--- src/rtl/lfsr_crypt_pkg.sv ---
// Shared constants, tap table and state encoding for the LFSR stream cipher engine.
package lfsr_crypt_pkg;

    localparam int PKG_LFSR_W   = 7;
    localparam int PKG_NUM_PTRN = 9;

    localparam logic [7:0] ASCII_OFFSET = 8'h20;

    // Entry 0 sits in the least significant slot.
    localparam logic [PKG_NUM_PTRN-1:0][PKG_LFSR_W-1:0] LFSR_PTRN = {
        7'h7B, 7'h7E, 7'h5C, 7'h69, 7'h6A, 7'h72, 7'h78, 7'h48, 7'h60
    };

    typedef enum logic [2:0] {IDLE, SEED, TRAIN, RUN, DONE} state_t;

    function automatic logic [PKG_LFSR_W-1:0] ptrn_tap(input logic [3:0] idx);
        if (int'(idx) < PKG_NUM_PTRN) return LFSR_PTRN[idx];
        return LFSR_PTRN[0];
    endfunction

endpackage

--- src/rtl/lfsr_gen.sv ---
// Fibonacci-style LFSR: shifts left, feedback is the parity of the tapped bits.
module lfsr_gen #(
    parameter int LFSR_W = 7
) (
    input  logic              clk,
    input  logic              reset,
    input  logic              load,
    input  logic [LFSR_W-1:0] seed,
    input  logic              step,
    input  logic [LFSR_W-1:0] tap,
    output logic [LFSR_W-1:0] state
);

    always_ff @(posedge clk) begin
        if (reset)
            state <= LFSR_W'(1);
        else if (load)
            state <= seed;
        else if (step)
            state <= {state[LFSR_W-2:0], ^(state & tap)};
    end

endmodule

--- src/rtl/lfsr_crypt_engine.sv ---
// Streams a padded message through a byte memory port, XORing it with an LFSR keystream;
// decrypt mode recovers seed and taps from the all-space preamble.
module lfsr_crypt_engine
    import lfsr_crypt_pkg::*;
#(
    parameter int LFSR_W    = PKG_LFSR_W,
    parameter int DEPTH     = 64,
    parameter int NUM_PTRN  = PKG_NUM_PTRN,
    parameter int TRAIN_LEN = 10,
    parameter int SRC_BASE  = 0,
    parameter int DST_BASE  = 64,
    parameter int AW        = 8
) (
    input  logic              Clk,
    input  logic              Reset,
    input  logic              Start,
    input  logic              Mode,
    input  logic [3:0]        cfg_ptrn_sel,
    input  logic [LFSR_W-1:0] cfg_seed,
    output logic [AW-1:0]     mem_addr,
    output logic              mem_rd_en,
    input  logic [LFSR_W:0]   mem_rd_data,
    output logic              mem_wr_en,
    output logic [LFSR_W:0]   mem_wr_data,
    output logic              Ack,
    output logic [3:0]        ptrn_found,
    output logic [LFSR_W-1:0] seed_found,
    output logic              err_nomatch,
    output logic [6:0]        par_err_cnt
);

    localparam int BW = LFSR_W + 1;
    localparam int IW = $clog2(DEPTH);
    localparam int TW = $clog2(TRAIN_LEN);

    state_t state, state_n;

    logic              start_q;
    logic              dec_q;
    logic              phase;
    logic [IW-1:0]     idx;
    logic [3:0]        cand;
    logic [TW-1:0]     tidx;

    logic              lfsr_load, lfsr_step;
    logic [LFSR_W-1:0] lfsr_seed, lfsr_state, tap;

    logic              launch;
    logic [LFSR_W-1:0] rd_low, rd_seed, cfg_seed_fix;
    logic [3:0]        cfg_sel_fix;
    logic              train_hit, last_byte, last_train, last_cand;
    logic [LFSR_W-1:0] enc_low;
    logic [BW-1:0]     enc_byte, dec_byte;
    logic              par_bad;

    assign launch       = (state == IDLE) && start_q && !Start;
    assign rd_low       = mem_rd_data[LFSR_W-1:0];
    assign rd_seed      = (rd_low == '0) ? LFSR_W'(1) : rd_low;
    assign cfg_seed_fix = (cfg_seed == '0) ? LFSR_W'(1) : cfg_seed;
    assign cfg_sel_fix  = (int'(cfg_ptrn_sel) < NUM_PTRN) ? cfg_ptrn_sel : 4'd0;

    // During training the candidate drives the taps; otherwise the selected pattern does.
    assign tap = LFSR_W'(ptrn_tap((state == TRAIN) ? cand : ptrn_found));

    assign train_hit  = (rd_low == lfsr_state);
    assign last_byte  = (idx == IW'(DEPTH - 1));
    assign last_train = (tidx == TW'(TRAIN_LEN - 1));
    assign last_cand  = (cand == 4'(NUM_PTRN - 1));

    assign enc_low  = LFSR_W'(mem_rd_data - BW'(ASCII_OFFSET)) ^ lfsr_state;
    assign enc_byte = {^enc_low, enc_low};
    assign dec_byte = {1'b0, rd_low ^ lfsr_state} + BW'(ASCII_OFFSET);
    assign par_bad  = mem_rd_data[BW-1] != ^rd_low;

    lfsr_gen #(.LFSR_W(LFSR_W)) u_lfsr (
        .clk   (Clk),
        .reset (Reset),
        .load  (lfsr_load),
        .seed  (lfsr_seed),
        .step  (lfsr_step),
        .tap   (tap),
        .state (lfsr_state)
    );

    always_ff @(posedge Clk) begin
        if (Reset) state <= IDLE;
        else       state <= state_n;
    end

    always_comb begin
        state_n     = state;
        mem_addr    = '0;
        mem_rd_en   = 1'b0;
        mem_wr_en   = 1'b0;
        mem_wr_data = '0;
        lfsr_load   = 1'b0;
        lfsr_seed   = seed_found;
        lfsr_step   = 1'b0;
        case (state)
            IDLE: begin
                if (launch) begin
                    state_n = Mode ? SEED : RUN;
                    if (!Mode) begin
                        lfsr_load = 1'b1;
                        lfsr_seed = cfg_seed_fix;
                    end
                end
            end
            SEED: begin
                if (!phase) begin
                    mem_rd_en = 1'b1;
                    mem_addr  = AW'(SRC_BASE);
                end else begin
                    lfsr_load = 1'b1;
                    lfsr_seed = rd_seed;
                    state_n   = TRAIN;
                end
            end
            TRAIN: begin
                // Step during the read so the compare cycle sees s_j for byte j.
                if (!phase) begin
                    mem_rd_en = 1'b1;
                    mem_addr  = AW'(SRC_BASE) + AW'(tidx);
                    lfsr_step = 1'b1;
                end else if (!train_hit) begin
                    lfsr_load = 1'b1;
                    if (last_cand) state_n = DONE;
                end else if (last_train) begin
                    lfsr_load = 1'b1;
                    state_n   = RUN;
                end
            end
            RUN: begin
                if (!phase) begin
                    mem_rd_en = 1'b1;
                    mem_addr  = AW'(SRC_BASE) + AW'(idx);
                end else begin
                    mem_wr_en   = 1'b1;
                    mem_addr    = AW'(DST_BASE) + AW'(idx);
                    mem_wr_data = dec_q ? dec_byte : enc_byte;
                    lfsr_step   = 1'b1;
                    if (last_byte) state_n = DONE;
                end
            end
            DONE: begin
                if (Start) state_n = IDLE;
            end
            default: state_n = IDLE;
        endcase
    end

    always_ff @(posedge Clk) begin
        if (Reset) begin
            start_q     <= 1'b0;
            dec_q       <= 1'b0;
            phase       <= 1'b0;
            idx         <= '0;
            cand        <= '0;
            tidx        <= TW'(1);
            Ack         <= 1'b0;
            ptrn_found  <= '0;
            seed_found  <= '0;
            err_nomatch <= 1'b0;
            par_err_cnt <= '0;
        end else begin
            start_q <= Start;
            case (state)
                IDLE: begin
                    if (launch) begin
                        dec_q       <= Mode;
                        phase       <= 1'b0;
                        idx         <= '0;
                        cand        <= '0;
                        tidx        <= TW'(1);
                        Ack         <= 1'b0;
                        err_nomatch <= 1'b0;
                        par_err_cnt <= '0;
                        ptrn_found  <= Mode ? 4'd0 : cfg_sel_fix;
                        seed_found  <= Mode ? '0 : cfg_seed_fix;
                    end
                end
                SEED: begin
                    phase <= ~phase;
                    if (phase) seed_found <= rd_seed;
                end
                TRAIN: begin
                    phase <= ~phase;
                    if (phase) begin
                        if (!train_hit) begin
                            tidx <= TW'(1);
                            if (last_cand) begin
                                err_nomatch <= 1'b1;
                                Ack         <= 1'b1;
                            end else begin
                                cand <= cand + 4'd1;
                            end
                        end else if (last_train) begin
                            ptrn_found <= cand;
                        end else begin
                            tidx <= tidx + TW'(1);
                        end
                    end
                end
                RUN: begin
                    phase <= ~phase;
                    if (phase) begin
                        idx <= idx + IW'(1);
                        if (dec_q && par_bad && par_err_cnt != 7'h7F)
                            par_err_cnt <= par_err_cnt + 7'd1;
                        if (last_byte) Ack <= 1'b1;
                    end
                end
                DONE: begin
                    if (Start) Ack <= 1'b0;
                end
                default: ;
            endcase
        end
    end

endmodule

--- config.mk ---
export PLATFORM = sky130hd
export DESIGN_NAME = lfsr_crypt_engine
export DESIGN_NICKNAME = d
export VERILOG_FILES = /design/src/rtl/lfsr_crypt_pkg.sv /design/src/rtl/lfsr_gen.sv /design/src/rtl/lfsr_crypt_engine.sv
export SDC_FILE = /design/constraint.sdc
export NUM_CORES = 1
export LEC_CHECK = 0
export BUFFER_PORTS_ARGS = -buffer_cell sky130_fd_sc_hd__clkbuf_2
export CAP_MARGIN = 10
export CELL_PAD_IN_SITES_DETAIL_PLACEMENT = 1
export CELL_PAD_IN_SITES_GLOBAL_PLACEMENT = 1
export CORE_ASPECT_RATIO = 1.75
export CORE_UTILIZATION = 42
export DETAILED_ROUTE_END_ITERATION = 8
export PLACE_DENSITY = 0.88
export SLEW_MARGIN = 40
export SYNTH_ARGS = -nofsm -noshare
export SYNTH_HDL_FRONTEND = slang
export SYNTH_SLANG_ARGS = --single-unit
--- constraint.sdc ---
create_clock -name Clk -period 5.95 [get_ports Clk]
set_input_delay 0.595 -clock Clk [delete_from_list [all_inputs] [get_ports Clk]]
set_output_delay 0.595 -clock Clk [all_outputs]
set_load 0.05 [all_outputs]
Yosys cells after proc, flatten, opt, wreduce, memory -nomap -nowiden
Memory sizes are Yosys's and may differ from the RTL's.
Index checks and enable logic that the tools add are counted.
{"block": "word_totals", "latchBits": 0, "ramBits": 0, "output_inout_bits": 38, "ff_bits": 47, "memories": 1, "rom_bits": 112, "inputBits": 23, "elab_cells": 160}
{"name": "(no name shown)", "words": 16, "width": 7, "rd": 1, "rd_ports_with_merged_regs": 0, "wr": 0, "line": "lfsr_crypt_pkg.sv:17", "source": "if (int'(idx) < PKG_NUM_PTRN) return LFSR_PTRN[idx];"}
{"block": "op_classes", "n_bitwise": 4, "mux": 78, "n_lt_le_gt_ge": 3, "mul": 0, "div": 0, "n_eq_ne": 25, "addsub": 7, "shifts": 0, "n_reduce_logical": 29}
{"operator": "7-bit 2-to-1 mux", "count": 15}
{"operator": "4-bit 2-to-1 mux", "count": 16}
{"operator": "7-bit case mux with 2 select lines", "count": 3}
{"operator": "8-bit 2-to-1 mux", "count": 4}
{"operator": "3-bit 2-to-1 mux", "count": 9}
{"operator": "2-bit inequality test (second input constant)", "count": 12}
{"operator": "4-bit case mux with 2 select lines", "count": 3}
{"operator": "7-bit parity", "count": 3}
{"operator": "1-bit 2-to-1 mux", "count": 17}
{"operator": "8-bit case mux with 2 select lines", "count": 1}
{"operator": "8-bit AND reduction", "count": 2}
{"operator": "3-bit case mux with 5 select lines", "count": 1}
{"operator": "5-bit AND reduction", "count": 3}
{"operator": "7-bit logical NOT", "count": 2}
{"operator": "7-bit XOR", "count": 2}
{"operator": "6-bit 2-to-1 mux", "count": 2}
{"operator": "6-bit case mux with 2 select lines", "count": 1}
{"operator": "2-bit nonzero test", "count": 5}
{"operator": "3-bit inequality test (second input constant)", "count": 3}
{"operator": "4-bit by 1-bit adder with 4-bit output (second input constant)", "count": 2}
{"operator": "7-bit by 6-bit adder with 8-bit output (first input constant)", "count": 1}
{"operator": "7-bit by 6-bit adder with 8-bit output (second input constant)", "count": 1}
{"operator": "4-bit equality test (second input constant)", "count": 2}
{"operator": "4-bit < comparator (second input constant)", "count": 2}
{"operator": "other kinds (25)", "count": 34}

Depth between registers and ports, before layout
{"block": "logic_depth", "ltp_word": 10, "depth_mapped": 13, "ltp_nobuf": 10}

Hierarchy
Synthesis repeated with hierarchy kept, for this count alone.
{"block": "hier_totals", "hier_cells": 433, "area_unflattened_um2": 3270.6}
{"module": "lfsr_crypt_engine", "area_each_um2": 2871.5, "seq_area_each_um2": 800.8, "n_inst": 1, "cells_per_inst": 385}
{"module": "lfsr_gen", "area_each_um2": 399.1, "seq_area_each_um2": 140.1, "n_inst": 1, "cells_per_inst": 48}

Worst setup path before layout
OpenSTA, ideal clock, no wires.
{"block": "synth_timing", "path_type": "reg2reg", "start": "reg state[2]", "end": "reg u_lfsr.state[0]", "required_time_ns": 5.887, "setup_time_ns": 0.063, "n_path_buf": 4, "slack_ns": 2.598, "arrival_ns": 3.289, "path_stages_with_launch": 13, "synth_period_minus_slack_ns": 3.352, "path_cell_list": "dfxtp_1 buf_2 nor3b_2 buf_6 clkbuf_1 clkbuf_1 mux2_2 ha_1 a311o_1 xnor3_1 or3_1 a2111o_1 nand3_1"}
{"block": "synth_via", "elab_chain_cells": 10, "elab_cells_between_ends": 23, "classes_between": "1 x order compare; 3 x eq/ne; 12 x mux; 1 x bitwise; 5 x reduce/logical; 1 x memory"}
{"item": "start: declaration", "line": "lfsr_crypt_engine.sv:36", "source": "state_t state, state_n;"}
{"item": "start signal: assignment", "line": "lfsr_crypt_engine.sv:87", "source": "else state <= state_n;"}
{"item": "3-bit by 2-bit equality test with 1-bit output", "line": "lfsr_crypt_engine.sv:63, lfsr_crypt_engine.sv:99"}
{"item": "4-bit 2-to-1 mux", "line": "lfsr_crypt_engine.sv:63", "source": "assign tap = LFSR_W'(ptrn_tap((state == TRAIN) ? cand : ptrn_found));"}
{"item": "memory read 16 x 7 bit"}
{"item": "7-bit 2-to-1 mux (implied by the code)", "line": "lfsr_crypt_pkg.sv:17"}
{"item": "7-bit 2-to-1 mux", "line": "lfsr_crypt_pkg.sv:17"}
{"item": "7-bit 2-to-1 mux", "line": "lfsr_crypt_pkg.sv:18", "source": "return LFSR_PTRN[0];"}
{"item": "7-bit AND", "line": "lfsr_gen.sv:20", "source": "state <= {state[LFSR_W-2:0], ^(state & tap)};"}
{"item": "7-bit parity", "line": "lfsr_gen.sv:20"}
{"item": "7-bit 2-to-1 mux", "line": "lfsr_gen.sv:19", "source": "else if (step)"}
{"item": "7-bit 2-to-1 mux", "line": "lfsr_gen.sv:17", "source": "else if (load)"}
{"item": "end signal: assignment", "line": "lfsr_gen.sv:20"}
{"item": "end: declaration", "line": "lfsr_gen.sv:11", "source": "output logic [LFSR_W-1:0] state"}
Parallel ways exist; a longest one is shown, timed or not. The select of a mux whose other input is x is not followed.
A chain may end at the register's enable or synchronous reset.

Final worst setup path
{"block": "layout_timing", "start": "reg state[1]", "end": "reg u_lfsr.state[0]"}
Same word-level chain as after synthesis.

==> impl_metrics.toml <==
[synthesis]
synth.avg_cell_area_um2 = 7.53
synthesis.nets = 477
synth-async-reset-ratio_pct = 0
yosysMostFrequentCell = "nor2_1"
synthFlopType = "dfxtp_1"
seq_area_frac_synth_pct = 28.5
ys_warn_count = 0
mappedNetlistArea_um2 = 3310
synthTopCellsByArea = "dfxtp_1 28%, a21oi_1 6.7%, nor2_1 6.4%"
synth_cells = 439
synth_common_cells = "56 x nor2_1, 47 x dfxtp_1, 45 x nand2_1, 44 x a21oi_1"
synth_seq_cells = 47
yosysUniqueCellTypes = 56
yosysTopAreaCell = "dfxtp_1"
synth_edf_count = 0
yosys.area.top_type_share_pct = 28.5

[worst_setup_path]
max_stage_delay_ns = 0.64
ff2ff_path_depth = 9
cp_max_fo = 28
cp_cell_sequence = "nor3b_2, buf_4, mux2_2, ha_1, a311o_1, xnor3_1, or3_1, a2111o_1, nand3_1"
critPathKind = "reg -> reg"
required_ns = 6.19
arrival_ns = 3.64
path_delay_family = "simple AND/OR/NAND/NOR gates"
worst-path-buf-inv = 1
critPathLaunchType = "register"
path_depth = 9
crit_path_top_delay_cell = "dfxtp_1"
cp-end-kind = "register"

[grt]
grt_max_degree = 38
grt_pass1_wl_um = 18100
first_global_vias = 3734
antenna_found_initial = 0
gr-total-overflow = 0
grt_usage_pct = 27.3

[route]
wl_met2_um = 6040
route.detailed.drc = 0
first_pass_iters = 4
vias_per_cell = 6.09
dr_total_vias = 3480
wl_um = 10900
drtAntennaViolNets = 0
wl_met3_um = 379
detail_route.iter0.violations = 169
highest_layer = "met4"
wl_met1_um = 3930
routedWlPerCell_um = 19.1

[floorplan]
die_height_um = 119
die_width_um = 69.1
ioPinCount = 61
die_area_um2 = 8240
initial_utilization_pct = 43.7
core_um2 = 7570
rows = 42

[clocking]
cts.sinks = 47
clkLatencyLatePin_ns = 0.30
cts-root-buf = "clkbuf_16"
cts_buffers = 5
clockBufferDepth = 2
hold_buffers = 0
clk_pin_slew_ns = 0.07
cts.repair.resized = 0
cts_tree = "built"
htree_levels = 2
post_cts_buffers = 0

[power_and_ir_drop]
clockPowerShare_pct = 36.8
p_seq_share_pct = 36.2
netSwitchingFraction_pct = 34.2
p_leak_nw = 1.61
combPwrFrac_pct = 27.0
internal_power_w = 0.000666
powerDensity_nw_per_um2 = 266
power_switching_w = 0.000346
ir_worst_vdd_uv = 142

[placed_design]
gp_congestion = 0.805
dp_hpwl_um = 7910
dp_cells = 563
dpl_cell_area_um2 = 3610
portBuffers = 59

[sta]
hold_violations = 0
fin_crit_sh_pct = 57.2
worst_pin_slew_ns = 0.850
slew_headroom_pct = 43.4
finalSetupTns_ns = 0
period_minus_slack_ns = 3.40
fin_skew_ns = 0.00860
clock.fmax_mhz = 294
maxSlewViolCount = 0
rsz0062_at_grt = "false"
setup_viol = 0

[cells_and_area]
drive_gt1_share_pct = 15.9
n_antenna_cell = 0
nNetsFinal = 520
instances_no_fill = 571
fin_util_pct = 50.3
area_growth_pct = 15.1
fin_area_um2 = 3810

[min_path]
min_path_type = "reg -> reg"
min_path_cells = 2

[run_status]
status = "finished clean"

[run]
drv_cap = 0
stage by stage:
step / setup WS, ns / hold slack (ns) / power [W]
after floorplan: 2.60 / 0.458 / 0.000565
after global placement: 2.74 / 0.453 / 0.000627
after detailed placement: 2.66 / 0.474 / 0.000640
after CTS: 2.59 / 0.489 / 0.00101
after global routing: 2.41 / 0.509 / 0.00105
final: 2.55 / 0.483 / 0.00101
worst register-to-register path, delay by kind of cell, from the launching register on:
kind            cells  cell delay [ns]
simple gates        3             0.73
compound gates      2             0.70
flops               1             0.64
mux                 1             0.41
xor+xnor            1             0.35
buf+inv             1             0.33
fa+ha+maj           1             0.19
final cells by class:
type                       instances  area, um2
fill                             970       3760
multi-input combinational        348       2180
sequential                        47        942
timing repair buffer              61        310
clock buffer                       5        125
tap                               88        110
inverter                          19       71.3
clock inverter                     3       67.6
final timing paths:
path | start | to | slack (ns)
max | state[1]$_SDFFE_PP0P_ | u_lfsr.state[0]$_SDFFE_PP1P_ | 2.55
min | err_nomatch$_SDFFE_PP0P_ | err_nomatch$_SDFFE_PP0P_ | 0.48
max reg2reg | state[1]$_SDFFE_PP0P_ | u_lfsr.state[0]$_SDFFE_PP1P_ | 2.55
min reg2reg | err_nomatch$_SDFFE_PP0P_ | err_nomatch$_SDFFE_PP0P_ | 0.48
cells in the final DEF, fill, tap and decap left out, types with 4 or more instances in the layout:
cell type | Yosys | routed
dfxtp_1 | 47 | 46
a211oi_1 | 6 | 6
o21ai_0 | 13 | 13
ha_1 | 15 | 15
xor2_1 | 10 | 10
nand2b_1 | 6 | 6
nor2b_1 | 10 | 10
nand3_1 | 9 | 9
xnor2_1 | 12 | 12
a221o_1 | 4 | 4
nor3b_1 | 11 | 11
nand2_1 | 45 | 45
clkbuf_2 | 0 | 59
mux2i_1 | 5 | 5
nand3b_1 | 7 | 7
a21oi_1 | 44 | 44
nor3_1 | 18 | 18
mux2_2 | 5 | 5
a221oi_1 | 5 | 5
nand4_1 | 4 | 4
a22oi_1 | 8 | 8
and3_1 | 10 | 10
o21ai_1 | 5 | 5
nor2_1 | 56 | 56
inv_1 | 19 | 19
clkbuf_16 | 0 | 5
o21a_1 | 4 | 4
sequential cells by signal, summed over array words and instances, names as in the netlist, 3 cells and up:
| register | flops |
|---|---|
| cand | 4 |
| idx | 6 |
| par_err_cnt | 7 |
| ptrn_found | 4 |
| seed_found | 7 |
| state | 3 |
| tidx | 4 |
| u_lfsr.state | 7 |
power by group through the flow:
| stage | clock network, W | logic (W) | registers, W |
|---|---|---|---|
| floorplan | 0 | 0.000188 | 0.000377 |
| CTS | 0.000376 | 0.000272 | 0.000366 |
| global route | 0.000385 | 0.000298 | 0.000370 |
| detailed placement | 0 | 0.000267 | 0.000372 |
| finish | 0.000372 | 0.000273 | 0.000366 |
| global placement | 0 | 0.000256 | 0.000371 |
routing by layer:
| layer | up-vias | track usage, % |
|---|---|---|
| met5 | - | 0 |
| met4 | 0 | 17.0 |
| met3 | 45 | 3.38 |
| met2 | 100 | 51.8 |
| met1 | 1696 | 27.5 |
| li1 | 1639 | - |
cell families after synthesis:
logic type               count (synthesis)  share of synthesized area (%)
flip-flops                              47                           28.5
other                                    1                          0.113
AND/OR/NAND/NOR                        192                           29.1
buffers and inverters                   44                           5.60
XOR/XNOR                                24                           7.19
adder cells (fa/ha/maj)                 15                           5.68
multiplexers                            12                           4.01
AO/OA/AOI/OAI                          104                           19.8
Power figures use the tool's default switching activity.
